**src/rtl/daa_multiplier_core.sv**
```systemverilog
// Two-stage 8x8->16 multiplier: operand regs, Dadda-tree reduction, CPA, result reg.
// Define DAA_MULT_SIGNED_EN for two's complement (Baugh-Wooley) operation.
module daa_multiplier_core (
  input  logic        clk,
  input  logic        reset,
  input  logic [7:0]  A,
  input  logic [7:0]  B,
  output logic [15:0] result
);

  logic [7:0]  a_r;
  logic [7:0]  b_r;
  logic [31:0] rows;
  logic [15:0] sum;

  function automatic logic [3:0] tgt(input int st);
    unique case (st)
      0:       tgt = 4'd6;
      1:       tgt = 4'd4;
      2:       tgt = 4'd3;
      default: tgt = 4'd2;
    endcase
  endfunction

  // Bit-level columns; heights are data-independent so the loops unroll
  // into a fixed network of full and half adders.
  function automatic logic [31:0] dadda(
    input logic [7:0] a,
    input logic [7:0] b
  );
    logic        cur [16][16];
    logic        nxt [16][16];
    int          h   [16];
    int          nh  [16];
    int          p;
    int          avail;
    int          d;
    logic        x;
    logic        y;
    logic        z;
    logic [15:0] r0;
    logic [15:0] r1;
    for (int c = 0; c < 16; c++) begin
      h[c] = 0;
      for (int r = 0; r < 16; r++) cur[c][r] = 1'b0;
    end
    for (int i = 0; i < 8; i++) begin
      for (int j = 0; j < 8; j++) begin
        x = a[j] & b[i];
`ifdef DAA_MULT_SIGNED_EN
        if ((i == 7) != (j == 7)) x = ~x;
`endif
        cur[i+j][h[i+j]] = x;
        h[i+j]++;
      end
    end
`ifdef DAA_MULT_SIGNED_EN
    cur[8][h[8]] = 1'b1;
    h[8]++;
    cur[15][h[15]] = 1'b1;
    h[15]++;
`endif
    for (int st = 0; st < 4; st++) begin
      d = int'(tgt(st));
      for (int c = 0; c < 16; c++) begin
        nh[c] = 0;
        for (int r = 0; r < 16; r++) nxt[c][r] = 1'b0;
      end
      for (int c = 0; c < 16; c++) begin
        p = 0;
        for (int t = 0; t < 8; t++) begin
          avail = h[c] - p;
          x = cur[c][p % 16];
          y = cur[c][(p + 1) % 16];
          z = cur[c][(p + 2) % 16];
          if (avail + nh[c] >= d + 2 && avail >= 3) begin
            nxt[c][nh[c] % 16] = x ^ y ^ z;
            nh[c]++;
            if (c < 15) begin
              nxt[c+1][nh[c+1] % 16] = (x & y) | (x & z) | (y & z);
              nh[c+1]++;
            end
            p += 3;
          end else if (avail + nh[c] >= d + 1 && avail >= 2) begin
            nxt[c][nh[c] % 16] = x ^ y;
            nh[c]++;
            if (c < 15) begin
              nxt[c+1][nh[c+1] % 16] = x & y;
              nh[c+1]++;
            end
            p += 2;
          end
        end
        for (int r = 0; r < 16; r++) begin
          if (r >= p && r < h[c]) begin
            nxt[c][nh[c] % 16] = cur[c][r];
            nh[c]++;
          end
        end
      end
      for (int c = 0; c < 16; c++) begin
        h[c] = nh[c];
        for (int r = 0; r < 16; r++) cur[c][r] = nxt[c][r];
      end
    end
    for (int c = 0; c < 16; c++) begin
      r0[c] = (h[c] > 0) ? cur[c][0] : 1'b0;
      r1[c] = (h[c] > 1) ? cur[c][1] : 1'b0;
    end
    dadda = {r1, r0};
  endfunction

  always_comb begin
    rows = dadda(a_r, b_r);
    sum  = rows[15:0] + rows[31:16];
  end

  always_ff @(posedge clk) begin
    if (!reset) begin
      a_r    <= 8'h00;
      b_r    <= 8'h00;
      result <= 16'h0000;
    end else begin
      a_r    <= A;
      b_r    <= B;
      result <= sum;
    end
  end

endmodule

```
**config.mk**
```make
export PLATFORM = sky130hd
export DESIGN_NAME = daa_multiplier_core
export DESIGN_NICKNAME = d
export VERILOG_FILES = /design/src/rtl/daa_multiplier_core.sv
export SDC_FILE = /design/constraint.sdc
export NUM_CORES = 1
export LEC_CHECK = 0
export BUFFER_PORTS_ARGS = -buffer_cell sky130_fd_sc_hd__buf_2
export CAP_MARGIN = 20
export CORE_ASPECT_RATIO = 0.9
export CORE_UTILIZATION = 65
export CTS_BUF_LIST = sky130_fd_sc_hd__clkbuf_2
export DETAILED_ROUTE_END_ITERATION = 10
export GPL_TIMING_DRIVEN = 0
export PLACE_DENSITY = 0.87
export SLEW_MARGIN = 10
export SYNTH_ARGS = -nofsm -noshare
export SYNTH_HDL_FRONTEND = slang
export SYNTH_SLANG_ARGS = --single-unit
```
**constraint.sdc**
```tcl
create_clock -name clk -period 10.9 [get_ports clk]
set_input_delay 0 -clock clk [delete_from_list [all_inputs] [get_ports clk]]
set_output_delay 0 -clock clk [all_outputs]
set_load 0.005 [all_outputs]
```
==> results.txt, run 1 <==
The proportion of register bits with asynchronous set or reset after synthesis is 0, and the maximum buffer depth of the clock tree is 2. After clock tree synthesis, the setup repair step added 0 buffers. The run gives 0 as the number of endpoints with negative hold slack in the final report. The type of the worst setup path was flip-flop to flip-flop.

The final-report max-slew violation count was 0; the die height was 63.3 um. Leaving out fill and tap cells, the most frequent cells in the layout are and2_1, inv_1, fa_1, nand2_1, buf_2. The clock input transition at the sequential cells of the worst setup and hold paths was 0.19 ns; the top-level I/O count was 34. The tools report the detailed placement HPWL as 4.01 mm. For this design, the CTS-stage hold fixing added 17 buffers. Register area share after synthesis: 0.236. TritonCTS built the clock tree. The tool flagged a number of max-cap violations equal to 0. The tree is rooted in a clkbuf_2. The number of clock buffers added by TritonCTS is 5. The type of the worst min-delay path was input pin to flip-flop.

Once the clock tree was built, the resizer swapped 0 gates to a different size. Entering global routing, the biggest net connects 13 pins. Power density normalized to cell area: 85.5 nW/um^2. Across all setup checks in the final design, the least slack found is 6.48 ns. After synthesis, the netlist uses 28 different library cells.

Clock tree skew after final layout: 0.0118 ns. For the worst-skew pair, the clock arrives at the later sink with an insertion delay of 0.41 ns. In this run the mean area of a mapped cell was 9.10 sq um. The slowest stage of the critical path belongs to the cell fa_1. The remaining antenna violation count was 0; the via count of the first global-routing pass was 2,326.

The clock tree synthesis step divided the H-tree into 2 levels. The post-route clock period utilization is 0.405, and the highest clock frequency the design can meet is 226 MHz. The final critical delay including setup and external delays works out to 4.42 ns. The layout cell share with drive strength beyond 1 was 0.129.

The leakage power was 1.64 nW; the largest driver fanout on the critical path was 8. Setup repair after global routing left no endpoint under its margin. The endpoint arrival time on the critical path was 4.75 ns. Number of port buffers: 33. On the critical path the largest part of the delay comes from adder cells. After synthesis the netlist holds a flip-flop and latch count of 32.

In the synthesized netlist, the number of instances is 298. The run gives 0.314 as the combined global-route utilization of all metal layers. The number of buffers and inverters on the critical path is 4. The completed layout was analyzed and its total power is 0.270 mW. The filler cells instantiated in the layout total 234. The most used flip-flop cell after synthesis is dfxtp_1.

STA classifies the critical path endpoint as a flip-flop. The setup slack after placement came out at 6.51 ns. The logs give 0 ns for the setup TNS and 373 for the number of nets produced by synthesis. The signal on the critical path passes through and2_1, fa_1, inv_1, fa_1, inv_1, fa_1, inv_1, fa_1, inv_1, ha_1, a21oi_2, o211ai_2, a21oi_2, a21oi_2, o21a_1, o31a_1. In the routed design, unresolved DRC markers number 0. The run finished with clean final reports.

Yosys printed 0 warnings. Setup violations remaining at the end of the flow were counted as 0. For the worst setup path, the data required time is 11.23 ns.

The number of flops mapped to enable cells by yosys was 0. The most frequent standard cell in the layout excluding fill and tap cells is and2_1. In this design, the stage delay of the slowest critical-path cell is 0.53 ns. For this design, the sink count on the clock tree is 32. In this run the cell area of the synthesized design comes to 2710 sq um.

The total wirelength of the detailed-routed design is 6.14 mm, and the final routed wire length divided by cell count is 15.3 um. The growth of design area from synthesis to finish is 16.3%, and the number of violations reported at the end of detailed-routing iteration 0 is 90. The tools report the kind of start point of the critical path as a flip-flop. The number of antenna violations at the first check in global routing is 0. For the total overflow reported by the global router, the log shows 0. The post-detailed-route via-to-cell ratio was 5.39. Utilization after layout: 0.816. In the final design database the tool counted 430 nets. The die outline area was 4430 sq um; the overall via count from detail_route was 2,168. The tools report the global-route wire length before repair as 10.6 mm.

The slew at the pin with the worst max-slew slack is 0.476 ns. At the end of routability-driven placement, the weighted congestion stood at 0.816. The number of antenna diodes in the final layout is 0.

Across the VDD grid, the largest voltage drop is 0.000106 V. The run gives 0.683 as the headroom to the max-slew limit. The logs give 0.702 for the starting utilization of the core area and 4 for the first-pass detailed-route iteration total. The floorplan has 21 rows. The standard cell core area came out at 3860 sq um.

Horizontal extent of the die: 70.1 um.
area by class of cell:
cell class,instances,area (sq um),area share
sequential,32,641,0.203
inverter,56,210,0.0667
clock inverter,3,23.8,0.00754
timing repair buffer,50,335,0.106
multi-input combinational,207,1850,0.587
tap,46,57.6,0.0183
buffer,3,11.3,0.00357
clock buffer,5,25.0,0.00794
per-layer routing:
| layer | wire length [um] | GRT usage |
|---|---|---|
| met1 | 2440 | 0.355 |
| met4 | 170 | 0.150 |
| met3 | 430 | 0.0720 |
| met2 | 3090 | 0.556 |
| met5 | 0 | 0 |
final timing paths:
check / endpoint / start / cells after the start / slack, ns
worst max-delay path: result[15] / b_r[0] / 16 / 6.48
worst min-delay path: a_r[5] / A[5] / 3 / 0.31
worst max register to register: result[15] / b_r[0] / 16 / 6.48
worst min register to register: result[0] / b_r[0] / 1 / 0.65
logic make-up (layout without fill, tap and decap cells):
group / count (synthesis) / count (layout) / synth area share
compound gates: 24 / 24 / 0.0623
fa+ha+maj: 57 / 57 / 0.363
xor+xnor: 10 / 10 / 0.0323
buf+inv: 59 / 117 / 0.0817
simple gates: 115 / 115 / 0.221
mux: 1 / 1 / 0.00369
flops: 32 / 32 / 0.236
cells in the mapped netlist (all sizes together) (2+ instances only):
cell | instances | area (sq um)
nand2 | 34 | 128
nor2b | 2 | 12.5
ha | 21 | 263
and2 | 59 | 369
and3 | 2 | 12.5
dfxtp | 32 | 641
fa | 36 | 721
clkbuf | 3 | 11.3
xor2 | 7 | 61.3
xnor2 | 3 | 26.3
o21ai | 5 | 28.8
o211a | 2 | 20.0
nor2 | 13 | 48.8
nor3 | 2 | 10.0
inv | 56 | 210
nand4 | 2 | 12.5
a21oi | 11 | 66.3
through the flow:
stage	hold WS, ns	instance area, sq um	std cells
3_3_place_gp	0.204	2930	377
2_1_floorplan	0.127	2710	298
6_report	0.311	3150	402
3_5_place_dp	0.209	2930	377
4_1_cts	0.321	3150	402
5_1_grt	0.300	3150	402
worst register-to-register path: cells and delay by family (launching register included):
| kind | cells | cell delay [ns] |
|---|---|---|
| buffers and inverters | 4 | 0.21 |
| DFF | 1 | 0.44 |
| and+or+nand+nor | 1 | 0.22 |
| adders and majority gates | 5 | 2.38 |
| AOI/OAI and AO/OA | 6 | 1.11 |
flip-flops by register name (all words and copies together), names as in the netlist:
signal / cells
b_r: 8
result: 16
a_r: 8
where the power goes:
part | internal [mW] | leakage [nW] | switching (mW)
Clock | 0.0159 | 0.0252 | 0.0480
Combinational | 0.0340 | 1.35 | 0.0381
Sequential | 0.125 | 0.264 | 0.00809
(Power assumes the default switching activity.)
==> inputs of run 2 (changes only) <==
--- a/config.mk
+++ b/config.mk
@@ -8,11 +8,11 @@
 export BUFFER_PORTS_ARGS = -buffer_cell sky130_fd_sc_hd__buf_2
 export CAP_MARGIN = 20
 export CORE_ASPECT_RATIO = 0.9
-export CORE_UTILIZATION = 65
+export CORE_UTILIZATION = 55
 export CTS_BUF_LIST = sky130_fd_sc_hd__clkbuf_2
 export DETAILED_ROUTE_END_ITERATION = 10
 export GPL_TIMING_DRIVEN = 0
-export PLACE_DENSITY = 0.87
+export PLACE_DENSITY = 0.78
 export SLEW_MARGIN = 10
 export SYNTH_ARGS = -nofsm -noshare
 export SYNTH_HDL_FRONTEND = slang
==> constraint.sdc (replaced) <==
create_clock -name clk -period 3.78 [get_ports clk]
set_input_delay 0 -clock clk [delete_from_list [all_inputs] [get_ports clk]]
set_output_delay 0 -clock clk [all_outputs]
set_load 0.005 [all_outputs]
==> run 2 against run 1 <==
  * Die area increased by 18%
  * Combinational power rose to 3.8 times the previous value
  * Utilization fell by 7.3 points
  * Non-clock buffer count is 15 higher
  * The flow now finishes with violations (negative setup slack)
  * Cell area increased by 8.5%
  * Register-to-register slack got worse by 6.7 ns
  * Hold slack improved by 0.022 ns
  * Sequential share of layout area down 0.71 points
  * Critical endpoint is now result[14]
  * Clock skew rose by 0.0034 ns
  * Clock power rose to 2.9 times the previous value
  * Clock-buffer cell count is the same
==> results.txt, run 2 (synthesis results as in run 1) <==
The layout cell share with drive strength beyond 1 works out to 0.224. The die is 68.6 um tall. The floorplan has 23 rows. The final routed wire length divided by cell count works out to 14.4 um.

For the headroom to the max-slew limit, the log shows 0.682. Kind of start point of the critical path: a flip-flop. The core region is 4600 sq um. The logs give 2 for the maximum buffer depth of the clock tree and 0 for the number of antenna violations at the first check in global routing. The later-pin clock latency in the skew report was 0.39 ns; the setup slack after layout was -0.225 ns. The detailed router placed 2,198 vias in this run. The via count of the first global-routing pass is 2,316. Global routing finished with a remaining overflow of 0. The clock net in this run drives a total of 32 sinks.

The final reports fail on negative setup slack. The count of inserted antenna diode cells was 0; the combined global-route utilization of all metal layers was 0.260. Setup repair after global routing could not meet its margin everywhere. The largest voltage drop on the vdd net is 0.000232 V. The post-layout total power came out at 0.836 mW.

In this run the register-to-register setup slack is -0.23 ns. The top-level I/O count is 34, and the clock tree skew after final layout is 0.0151 ns. The startpoint identified for the worst hold timing path is B[0]. The post-placement cell count is 393. The post-route clock period utilization was 1.06. Setup total negative slack on the finished layout was measured at -0.846 ns. Destination of the worst hold path: b_r[0]. The number of violations reported at the end of detailed-routing iteration 0 was 88.

Dividing total power by cell area gives a power density of 244 nW/um^2. Based on the critical path, the design can be clocked at up to 250 MHz. Final critical delay including setup and external delays: 4.01 ns. Once detailed placement completed, the half-perimeter wirelength came to 4.11 mm. The final-report max-slew violation count came out at 0. The tools report the master cell of the clock root buffer as clkbuf_2. The tools report the utilization after layout as 0.743. The first detailed-routing pass took 4 iterations.

Leaving out filler cells and counting taps, the final layout contains 433. Entering global routing, the biggest net connects 13 pins. The growth of design area from synthesis to finish came out at 26.2%.

The slew at the pin with the worst max-slew slack is 0.477 ns. The top cell types in the final layout, fill and taps aside, are and2_1, inv_1, fa_1, nand2_1, buf_2. The cell depth of the worst min-delay path was 3; the final design area excluding fillers was 3420 sq um.

The run gives 4.35 ns as the endpoint arrival time on the critical path. The routed design has 6.24 mm of wire. The die covers 5220 sq um. TritonCTS created 5 clock buffers. Setup violations remaining at the end of the flow were counted as 7. During placement, the flow inserted port buffers numbering 33. For this run, design rule violations remaining after detail routing come to 0.

In this run the horizontal extent of the chip is 76.0 um. The layout has 329 filler cells. The path class of the tightest hold or removal check is input pin to flip-flop. The detail route stage leaves a number of antenna-violating nets equal to 0.

The largest driver fanout on the critical path was 5; the max-capacitance violation count was 0. STA puts the critical path data required time at 4.12 ns. The run gives 0.865 as the placer congestion estimate. The clock input transition at the sequential cells of the worst setup and hold paths works out to 0.20 ns. The setup path with the least slack is of type flip-flop to flip-flop. For this design the static power due to leakage is 1.73 nW.

The number of cells on the worst reg-to-reg path works out to 14. The largest registers in the layout are result: 16 flops, a_r: 8 flops, b_r: 8 flops. Kind of capture point of the worst setup path: a flip-flop. The most frequent standard cell in the layout excluding fill and tap cells is and2_1.

The number of endpoints with negative hold slack in the final report is 0. After detailed routing, the number of vias per cell comes to 5.08. The run finished, with violations left. For the maximum level of the CTS H-tree, the log shows 2. The startpoint of the worst-slack reg-to-reg timing path was a_r[5].

The register with the most flip-flops in the final layout is result. The starting utilization of the core area came out at 0.589. Endpoint of the worst-slack reg-to-reg timing path: result[14]. The net count of the finished layout is 445.

The register with the most flip-flops in the layout has 16 of them. The first global-routing pass estimated 10.1 mm of wire. In this run the cell area measured after placement is 2980 sq um. TritonCTS built the clock tree.
[run 2: repair_timing]
item / CTS / global route
pin swaps: 9 / 16
hold buffers: 17 / 0
resized for setup: 15 / 14
setup endpoints to repair: 7 / 8
buffers inserted: 8 / 7
hold endpoints to repair: 19 / 0
[run 2: report_power, final]
group	internal (mW)	switching (mW)	total (mW)
registers	0.359	0.0178	0.377
clock network	0.0461	0.140	0.186
logic	0.137	0.136	0.273
[run 2: worst max path at each step]
stage	cells after the start	slack (ns)	start	endpoint
4_1_cts	16	-0.22	b_r[0]	result[14]
6_report	14	-0.23	a_r[5]	result[14]
3_3_place_gp	15	-0.35	b_r[1]	result[15]
2_1_floorplan	16	-0.06	a_r[7]	result[15]
5_1_grt	16	-0.39	a_r[7]	result[15]
3_5_place_dp	15	-0.41	b_r[1]	result[15]
[run 2: through the flow]
step / setup slack [ns] / hold slack [ns]
5_1_grt: -0.395 / 0.281
4_1_cts: -0.223 / 0.327
2_1_floorplan: -0.0585 / 0.127
3_3_place_gp: -0.351 / 0.205
6_report: -0.225 / 0.333
3_5_place_dp: -0.409 / 0.209
[run 2: cell type report]
class	instances	area, sq um	area share
buffer	3	11.3	0.00329
tap	62	77.6	0.0227
sequential	32	671	0.196
clock inverter	3	23.8	0.00695
inverter	56	210	0.0614
clock buffer	5	25.0	0.00732
multi-input combinational	207	1950	0.569
timing repair buffer	65	455	0.133
[run 2: metal layers]
layer	global-route usage	routed length [um]	vias up
met5	0	0	-
met2	0.509	3370	53
met4	0.111	150	0
met1	0.276	2450	1087
li1	-	-	1044
met3	0.0632	265	14
[run 2: critical path: stages (launching register included)]
cell      delay [ns]
dfxtp_4         0.40
and2_4          0.16
fa_1            0.56
fa_1            0.45
fa_1            0.52
inv_1           0.05
fa_1            0.50
inv_2           0.05
ha_4            0.29
nand2_4         0.06
o211ai_2        0.21
a21oi_2         0.11
o211a_1         0.27
o21ai_2         0.14
mux2i_1         0.18
